==> config.mk <==
export PLATFORM = sky130hd
export DESIGN_NAME = trace_capture_fifo
export DESIGN_NICKNAME = d
export VERILOG_FILES = /design/src/rtl/trace_capture_pkg.sv /design/src/rtl/trace_sync_fifo.sv /design/src/rtl/trace_capture_fifo.sv
export SDC_FILE = /design/constraint.sdc
export NUM_CORES = 2
export LEC_CHECK = 0
export BUFFER_PORTS_ARGS = -buffer_cell sky130_fd_sc_hd__buf_4
export CORE_AREA = 2 2 481 483
export CTS_CLUSTER_SIZE = 24
export DETAILED_ROUTE_END_ITERATION = 7
export DIE_AREA = 0 0 483 485
export PLACE_DENSITY = 0.61
export SLEW_MARGIN = 25
export SYNTH_ARGS = -nofsm -noshare
export SYNTH_HDL_FRONTEND = slang
export SYNTH_SLANG_ARGS = --single-unit
==> constraint.sdc <==
create_clock -name clk -period 4.4 [get_ports clk]
set_clock_uncertainty 0.2 [all_clocks]
set_input_delay 0.22 -clock clk [delete_from_list [all_inputs] [get_ports clk]]
set_output_delay 0.22 -clock clk [all_outputs]
set_load 0.01 [all_outputs]
==> src/rtl/trace_capture_pkg.sv <==
// Shared types and constants for the PicoRV32 trace capture buffer.
package trace_capture_pkg;

  localparam int TRACE_W = 36;
  localparam logic [3:0]  MARKER_TAG = 4'hF;
  localparam logic [15:0] MARKER_SIG = 16'hDEAD;

  typedef enum logic [1:0] {
    CAPTURE  = 2'd0,
    DROPPING = 2'd1,
    FROZEN   = 2'd2
  } state_t;

  function automatic logic [15:0] sat_inc16(input logic [15:0] value);
    return (value == 16'hFFFF) ? value : value + 16'd1;
  endfunction

endpackage

==> src/rtl/trace_sync_fifo.sv <==
// Synchronous FIFO with a registered show-ahead head word.
// A word pushed into an otherwise empty FIFO is presented on out_data right after its push edge.
module trace_sync_fifo #(
  parameter int DEPTH  = 64,
  parameter int DATA_W = 36
) (
  input  logic                       clk,
  input  logic                       reset,
  input  logic                       push,
  input  logic [DATA_W-1:0]          push_data,
  input  logic                       pop,
  output logic                       out_valid,
  output logic [DATA_W-1:0]          out_data,
  output logic [$clog2(DEPTH+1)-1:0] level
);

  localparam int PTR_W = $clog2(DEPTH);
  localparam int LVL_W = $clog2(DEPTH+1);

  logic [DATA_W-1:0] mem [DEPTH];
  logic [PTR_W-1:0]  rd_ptr, wr_ptr, rd_next;
  logic [LVL_W-1:0]  remaining, level_next;
  logic              do_push, do_pop;

  always_comb begin
    do_push    = push && (level != LVL_W'(DEPTH));
    do_pop     = pop && out_valid;
    remaining  = level - LVL_W'(do_pop);
    level_next = remaining + LVL_W'(do_push);
    rd_next    = rd_ptr + PTR_W'(do_pop);
  end

  always_ff @(posedge clk) begin
    if (do_push) mem[wr_ptr] <= push_data;
  end

  // Head is refilled from storage, or straight from the push when nothing else is queued.
  always_ff @(posedge clk) begin
    if (reset) begin
      rd_ptr    <= '0;
      wr_ptr    <= '0;
      level     <= '0;
      out_valid <= 1'b0;
      out_data  <= '0;
    end else begin
      rd_ptr    <= rd_next;
      wr_ptr    <= wr_ptr + PTR_W'(do_push);
      level     <= level_next;
      out_valid <= (level_next != '0);
      if (remaining != '0)
        out_data <= mem[rd_next];
      else if (do_push)
        out_data <= push_data;
    end
  end

endmodule

==> src/rtl/trace_capture_fifo.sv <==
// Trace capture buffer: FIFO, drop accounting and trap freeze for the PicoRV32 trace port.
// Define TRACE_DROP_MARKER_EN to insert drop-marker words (4'hF, 16'hDEAD, count) after overflow.
module trace_capture_fifo
  import trace_capture_pkg::*;
#(
  parameter int DEPTH  = 64,
  parameter int DATA_W = TRACE_W
) (
  input  logic                       clk,
  input  logic                       reset,
  input  logic                       trace_valid,
  input  logic [DATA_W-1:0]          trace_data,
  input  logic                       trap,
  output logic                       out_valid,
  input  logic                       out_ready,
  output logic [DATA_W-1:0]          out_data,
  output logic [$clog2(DEPTH+1)-1:0] level,
  output logic [15:0]                drop_total,
  output logic                       frozen
);

  localparam int LVL_W = $clog2(DEPTH+1);

  state_t            state, state_next;
  logic              push, drop, full;
  logic [DATA_W-1:0] push_data;
`ifdef TRACE_DROP_MARKER_EN
  logic [15:0]       pending, pending_next;
  logic [DATA_W-1:0] marker;
  assign marker = {MARKER_TAG, MARKER_SIG, pending};
`endif

  // Full looks only at the registered level, so a same-cycle pop never frees a slot.
  assign full   = (level == LVL_W'(DEPTH));
  assign frozen = (state == FROZEN);

  always_ff @(posedge clk) begin
    if (reset) begin
      state      <= CAPTURE;
      drop_total <= 16'd0;
`ifdef TRACE_DROP_MARKER_EN
      pending    <= 16'd0;
`endif
    end else begin
      state <= state_next;
      if (drop) drop_total <= sat_inc16(drop_total);
`ifdef TRACE_DROP_MARKER_EN
      pending <= pending_next;
`endif
    end
  end

  always_comb begin
    state_next = state;
`ifdef TRACE_DROP_MARKER_EN
    pending_next = pending;
`endif
    case (state)
      CAPTURE: begin
`ifdef TRACE_DROP_MARKER_EN
        if (trace_valid && full) begin
          state_next   = DROPPING;
          pending_next = 16'd1;
        end
`endif
      end
      DROPPING: begin
`ifdef TRACE_DROP_MARKER_EN
        if (!full) begin
          if (trace_valid) begin
            pending_next = 16'd1;
          end else begin
            pending_next = 16'd0;
            state_next   = CAPTURE;
          end
        end else if (trace_valid) begin
          pending_next = sat_inc16(pending);
        end
`else
        state_next = CAPTURE;
`endif
      end
      FROZEN: begin
`ifdef TRACE_DROP_MARKER_EN
        if (pending != 16'd0 && !full) pending_next = 16'd0;
`endif
      end
      default: state_next = CAPTURE;
    endcase
    // A trap wins over every other transition; only reset leaves FROZEN.
    if (trap) state_next = FROZEN;
  end

  always_comb begin
    push      = 1'b0;
    drop      = 1'b0;
    push_data = trace_data;
    case (state)
      CAPTURE: begin
        if (trace_valid) begin
          if (full) drop = 1'b1;
          else      push = 1'b1;
        end
      end
      DROPPING: begin
        drop = trace_valid;
`ifdef TRACE_DROP_MARKER_EN
        if (!full) begin
          push      = 1'b1;
          push_data = marker;
        end
`endif
      end
      FROZEN: begin
        drop = trace_valid;
`ifdef TRACE_DROP_MARKER_EN
        if (pending != 16'd0 && !full) begin
          push      = 1'b1;
          push_data = marker;
        end
`endif
      end
      default: ;
    endcase
  end

  trace_sync_fifo #(
    .DEPTH  (DEPTH),
    .DATA_W (DATA_W)
  ) u_fifo (
    .clk       (clk),
    .reset     (reset),
    .push      (push),
    .push_data (push_data),
    .pop       (out_ready),
    .out_valid (out_valid),
    .out_data  (out_data),
    .level     (level)
  );

endmodule

## After elaboration in Yosys (flattened, before gate mapping)

Memories as Yosys holds them, arrays and structs flattened.
Cells that the tools add are included.

| word-level totals | value |
|---|---|
| register bits after elaboration | 73 |
| bits in latches | 0 |
| bits in writable memories | 2,304 |
| ROM bits | 0 |
| input bits | 41 |
| output and inout port bits | 61 |
| logic and storage cells | 38 |
| memories | 1 |

| operators by class | value |
|---|---|
| $add $sub $neg | 5 |
| $mul | 0 |
| divide/modulo/power cells | 0 |
| order comparisons | 0 |
| eq/ne operators | 4 |
| shift operators | 0 |
| muxes and demuxes | 12 |
| bitwise operators | 1 |
| reduce and logical (&&, ||, !) cells | 8 |

Memories:

| memory | depth | bits a word | read ports | clocked after memory_dff | write ports | line | source |
|---|---|---|---|---|---|---|---|
| u_fifo.mem | 64 | 36 | 1 | 0 | 1 | trace_sync_fifo.sv:20 | `logic [DATA_W-1:0] mem [DEPTH];` |

Operator list:

| cell | number |
|---|---|
| $mux 36 | 2 |
| $add 16x1->16 const B | 1 |
| $eq 16x16->1 const B | 1 |
| $reduce_bool 7->1 | 2 |
| $add 6x1->6 | 2 |
| $add 7x1->7 | 1 |
| $eq 7x7->1 const B | 1 |
| $mux 1 | 7 |
| $ne 7x7->1 const B | 1 |
| $sub 7x1->7 | 1 |
| $mux 2 | 2 |
| $logic_and 1x1->1 | 2 |
| $logic_not 2->1 | 1 |
| $ne 2x1->1 const B | 1 |
| $pmux 1 s2 | 1 |
| $reduce_and 2->1 | 1 |
| $reduce_bool 2->1 | 1 |
| $reduce_or 2->1 | 1 |
| $not 1->1 | 1 |

## Depth between registers and ports, before layout

| depth | value |
|---|---|
| depth in word-level cells | 7 |
| mapped depth | 12 |
| mapped depth without buffers | 11 |

## By module

Synthesis repeated with hierarchy kept, for this count alone.

| second synthesis, totals | value |
|---|---|
| cells, all modules | 4,222 |
| area total of the unflattened synthesis | 91,426.4 um^2 |

By module, submodules not included:

| module | instances | cells an instance | area an instance (um^2) | sequential area each (um^2) |
|---|---|---|---|---|
| trace_sync_fifo | 1 | 4,112 | 90,385.4 | 70,307.4 |
| trace_capture_fifo | 1 | 110 | 1,041.0 | 340.3 |

## Worst setup path after synthesis

OpenSTA, ideal clock, no wires.

| path | value |
|---|---|
| kind | reg2reg |
| start | register u_fifo.level[3] |
| end | memory u_fifo.mem[62][0], enable pin |
| library setup time | 429 ps |
| arrival | 3,133 ps |
| required time | 3,771 ps |
| setup slack | 637 ps |
| stages on the path, launching flop included | 7 |
| path buffers | 1 |
| period minus slack after synthesis | 3,763 ps |
| cells stage by stage | dfxtp_1 nor4_1 a41o_1 nor2_2 buf_2 nand4b_1 nor2_1 |

| on the way | value |
|---|---|
| longest elaborated chain between the ends | 7 |
| elaborated cells on any way between the ends | 8 |
| classes of those cells | 2 x eq/ne; 5 x mux; 1 x reduce/logical |

RTL lines:

| item | line | source |
|---|---|---|
| start, declared | trace_sync_fifo.sv:14 | `output logic [$clog2(DEPTH+1)-1:0] level` |
| start signal, assigned | trace_sync_fifo.sv:48 | `level <= level_next;` |
| $eq 7x7->1 | trace_capture_fifo.sv:34 | `assign full = (level == LVL_W'(DEPTH));` |
| $mux 1 | trace_capture_fifo.sv:101 | `if (full) drop = 1'b1;` |
| $mux 1 | trace_capture_fifo.sv:100 | `if (trace_valid) begin` |
| $mux 1 | trace_capture_fifo.sv:98 | `case (state)` |
| $logic_and 1x1->1 * | trace_sync_fifo.sv:26 | `do_push = push && (level != LVL_W'(DEPTH));` |
| $mux 1 * | trace_sync_fifo.sv:34 | `if (do_push) mem[wr_ptr] <= push_data;` |
| $mux 1 (not written as such) * | trace_sync_fifo.sv:34 |  |
| end, declared | trace_sync_fifo.sv:20 |  |

Mark *: on every way between the ends. The rest lies on a longest branch, timed or not.

## Worst setup path in the final report

| path | value |
|---|---|
| start | register u_fifo.out_valid |
| end | register u_fifo.out_data[27] |

| on the way | value |
|---|---|
| longest elaborated chain between the ends | 4 |
| elaborated cells on any way between the ends | 7 |
| classes of those cells | 2 x add/sub; 1 x mux; 3 x reduce/logical; 1 x memory |

RTL lines:

| item | line | source |
|---|---|---|
| start, declared | trace_sync_fifo.sv:12 | `output logic out_valid,` |
| start signal, assigned | trace_sync_fifo.sv:49 | `out_valid <= (level_next != '0);` |
| $logic_and 1x1->1 * | trace_sync_fifo.sv:27 | `do_pop = pop && out_valid;` |
| $add 6x1->6 / $sub 7x1->7 (equally long branches) | trace_sync_fifo.sv:30, trace_sync_fifo.sv:28 |  |
| $mem_v2 64x36 / $reduce_bool 7->1 (equally long branches) | - |  |
| $mux 36 / $reduce_bool 2->1 (equally long branches) | - |  |
| end signal, assigned | trace_sync_fifo.sv:51 | `out_data <= mem[rd_next];` |
| end signal, assigned | trace_sync_fifo.sv:53 | `out_data <= push_data;` |
| end, declared | trace_sync_fifo.sv:13 | `output logic [DATA_W-1:0] out_data,` |

Marks and branches as above.
A chain may end at the register's enable or synchronous reset.

==> summary.txt <==
Yosys
  – Synthesis Warnings: 0
  – Synth Register Bits: 2377
  – Post-synth EDFFs: 2304
  – Ys flop type: edfxtp_1
  – Synth top area share: 0.7581
  – Cell taking the most area after synthesis: edfxtp_1
  – Synth Cell Area: 0.09126 mm^2
  – Top post-synthesis cells by area: edfxtp_1 (76%), mux4_2 (14%), nand2_1 (1.8%)
  – Unique cell type count in the Yosys netlist: 59
  – FFs w/ async S/R, synth: 0
  – Cells after synthesis: 4311
  – Synth Area per Inst: 21.17 um^2
  – Synthesized Nets: 4361
  – Sequential fraction of the synthesis area: 0.7741

Routing
  – DRC Markers: 0
  – DR WL/cell: 30.27 um
  – Via count: 45470
  – Final WL: 237800 um
  – First-pass DRT Iterations: 5
  – Initial drt markers: 5149
  – Antenna Violating Nets Remaining: 0
  – Via density: 5.788

Cells and area
  – Area growth from synthesis to layout: 15.57%
  – Layout cells sized above 1: 0.2712
  – Final Cell Area: 0.1055 mm^2
  – Util after Layout: 0.4606
  – # fillers: 18890
  – Nets: 4670

GRT
  – M3 GR Usage: 0.03683
  – First-pass GRT wire length: 339200 um
  – Gr busiest metal: met2
  – Total grt overflow: 0
  – Total GRT Usage: 0.2010
  – Vias in the first global route: 45770
  – Antenna violations before repair: 20
  – Pin count of the biggest net entering global routing: 77
  – GRT met2 Usage: 0.3352
  – Met1 Use GR: 0.2753

Timing
  – Max Freq: 237.1 MHz
  – RSZ-0062 raised after global routing: no
  – Normalized max-slew margin: 0.2016
  – Final setup viols: 0
  – Final Hold Fails: 0
  – Setup TNS: 0 ps
  – Worst-Margin Slew: 1192 ps
  – Fin crit period: 4217 ps
  – Tcrit/Tclk final: 0.9584
  – Slew Viols, Final: 0

Pwr
  – Pwr dens: 541.3 mW/mm^2
  – Leakage: 32.14 nW
  – Tot Pwr: 57.09 mW
  – Worst vdd ir: 0.5040 mV

Die
  – Chip Height: 485 um
  – Cell Rows: 176
  – Core outline area: 0.2290 mm^2
  – Boundary pin count: 102
  – Die Width: 483 um
  – Die Footprint: 0.2343 mm^2
  – Initial core utilization: 0.3985

Critical path
  – Worst Path Required: 4880 ps
  – R2R Setup Slk: 180 ps
  – Critical Path End: u_fifo.out_data[27]
  – CP max FO: 31
  – CP arrival: 4700 ps
  – Reg2reg path depth: 11
  – CP cell instances: and2_1 > ha_4 > ha_4 > nand2_1 > a21oi_1 > a211o_4 > buf_12 > buf_4 > nand3_1 > a31oi_1 > a2111oi_1
  – RR Startpoint: u_fifo.out_valid
  – CP dominant cell by count: ha_4
  – Crit-path max cell delay: 980 ps
  – CP endpoint kind: register
  – CP Launch Type: register
  – Critical path class: reg2reg
  – Worst path slowest cell: a31oi_1
  – CP startpoint: u_fifo.out_valid
  – Reg2Reg Capture Point: u_fifo.out_data[27]

Clock tree
  – CTS H-Tree Depth: 4
  – CTS max path bufs: 3
  – CTS resizes: 0
  – Hold-fix buffers, CTS: 42
  – Num Clock Sinks: 2377
  – Post-CTS Setup Inserts: 0
  – Worst-path clk slew: 60 ps
  – CTS tree: built
  – TritonCTS buffer count: 224
  – Clock root cell: clkbuf_16
  – Clock latency on the worst-skew pair: 860 ps

Place
  – PortBufs: 101
  – Dpl hpwl: 128000 um
  – Dpl cell area: 0.09753 mm^2
  – Final GP Congestion: 0.7604

Outcome
  – Outcome: completed

Hold path
  – HP Class: in2reg

Job
  – Max-Cap Viols: 0
==> cell usage in the layout, fill, tap and decap left out, types with 5 or more instances in the layout <==
cell and n:
bufinv_16 22, a32oi_1 71, xor2_1 17, dfxtp_1 73, inv_1 6, xnor2_1 10
clkinv_2 51, nand2_1 436, clkbuf_1 43, nor2_4 66, a2111oi_0 10, nand3_1 153
buf_12 77, clkbuf_8 20, ha_1 7, clkinvlp_4 9, a31oi_1 70, mux2i_1 110
buf_4 213, edfxtp_1 2304, clkinv_1 36, nand4_1 8, a2111oi_2 6, mux4_2 578
clkbuf_16 229, nor2_1 35, or3_1 5, a21oi_1 6, diode_2 11, nor2b_1 11
a2111oi_1 20, dlygate4sd3_1 42
==> logic make-up after synthesis <==
family | count (synthesis) | share of synthesized area
multiplexers | 688 | 0.1547
adder cells (fa/ha/maj) | 9 | 0.001234
buffers and inverters | 255 | 0.01379
flip-flops | 2377 | 0.7741
AO/OA/AOI/OAI | 204 | 0.01797
XOR/XNOR | 30 | 0.003167
AND/OR/NAND/NOR | 748 | 0.03502
==> how the worst min path moves through the flow <==
stage | endpoint | cells after the start | start
after detailed placement | state[1] | 3 | trap
after global placement | state[1] | 3 | trap
after global routing | u_fifo.level[0] | 6 | out_ready
after CTS | u_fifo.level[0] | 6 | out_ready
final | u_fifo.level[0] | 6 | out_ready
after floorplan | u_fifo.mem[0][0] | 0 | trace_data[0]
==> per-stage QoR <==
stage / cells / hold slack, ps / setup WS [ps]
detailed placement: 7378 / 238.5 / 112.9
CTS: 7845 / 164.3 / 163.4
floorplan: 4311 / 118.9 / 637.2
global route: 7846 / 232.1 / 38.45
finish: 7856 / 214.8 / 182.9
global placement: 7378 / 230.3 / 122.6
==> layer usage <==
layer	part of all wire	up-vias
met5	0.00016	-
met4	0.020	6
li1	-	18530
met3	0.074	305
met2	0.50	1843
met1	0.41	24790
==> registers in the layout, indices dropped and copies added, names as in the netlist <==
name,count
u_fifo.mem,2304
drop_total,16
u_fifo.out_valid,1
u_fifo.out_data,36
u_fifo.rd_ptr,6
u_fifo.wr_ptr,6
u_fifo.level,7
state,1
==> area by class of cell <==
cell class,count,area [um^2],share of cell area
flip-flops and latches,2377,70650,0.6698
inverters,6,22.52,0.0002135
well taps,3026,3786,0.03590
clock buffers,292,6167,0.05847
multi-input cells,1679,19940,0.1890
clock inverters,133,1328,0.01259
diodes,11,27.53,0.0002610
repair buffers,332,3561,0.03376
==> critical path, delay by kind of cell, from the launching register on <==
| family | cells | cell delay (ps) |
|---|---|---|
| DFF | 1 | 320 |
| adders and majority gates | 2 | 440 |
| AOI/OAI and AO/OA | 4 | 1800 |
| and+or+nand+nor | 3 | 550 |
| buffers and inverters | 2 | 630 |
==> cells in the mapped netlist (2+ instances only) <==
master / n
edfxtp_1: 2304
nor3_1: 3
or3_1: 5
nor3b_1: 3
xnor2_1: 11
buf_2: 91
a211o_1: 2
ha_1: 9
or3b_2: 2
nor2b_1: 11
a211oi_1: 3
and2_1: 3
a2111oi_1: 20
nand4b_1: 2
a41o_1: 2
a21oi_1: 6
a2111oi_0: 10
o21ai_0: 3
mux2i_1: 110
buf_4: 46
a31oi_1: 71
mux4_2: 578
o21ai_2: 2
nand4_1: 8
nand3b_1: 4
nand3_1: 153
nor2_1: 100
nand2_1: 436
a32oi_1: 71
buf_6: 2
buf_1: 20
nor4_1: 2
a2111oi_2: 6
clkbuf_1: 90
and4_1: 2
xor2_1: 17
dfxtp_1: 73
and3_1: 4
inv_1: 6
==> where the power goes <==
| part | switching [mW] | internal, mW | total (mW) |
|---|---|---|---|
| combinational | 6.26 | 5.83 | 12.1 |
| clock | 8.37 | 11.2 | 19.6 |
| sequential | 0.363 | 25.1 | 25.4 |
| total | 15.0 | 42.1 | 57.1 |
Note: power is estimated with default switching activity, not from simulation.
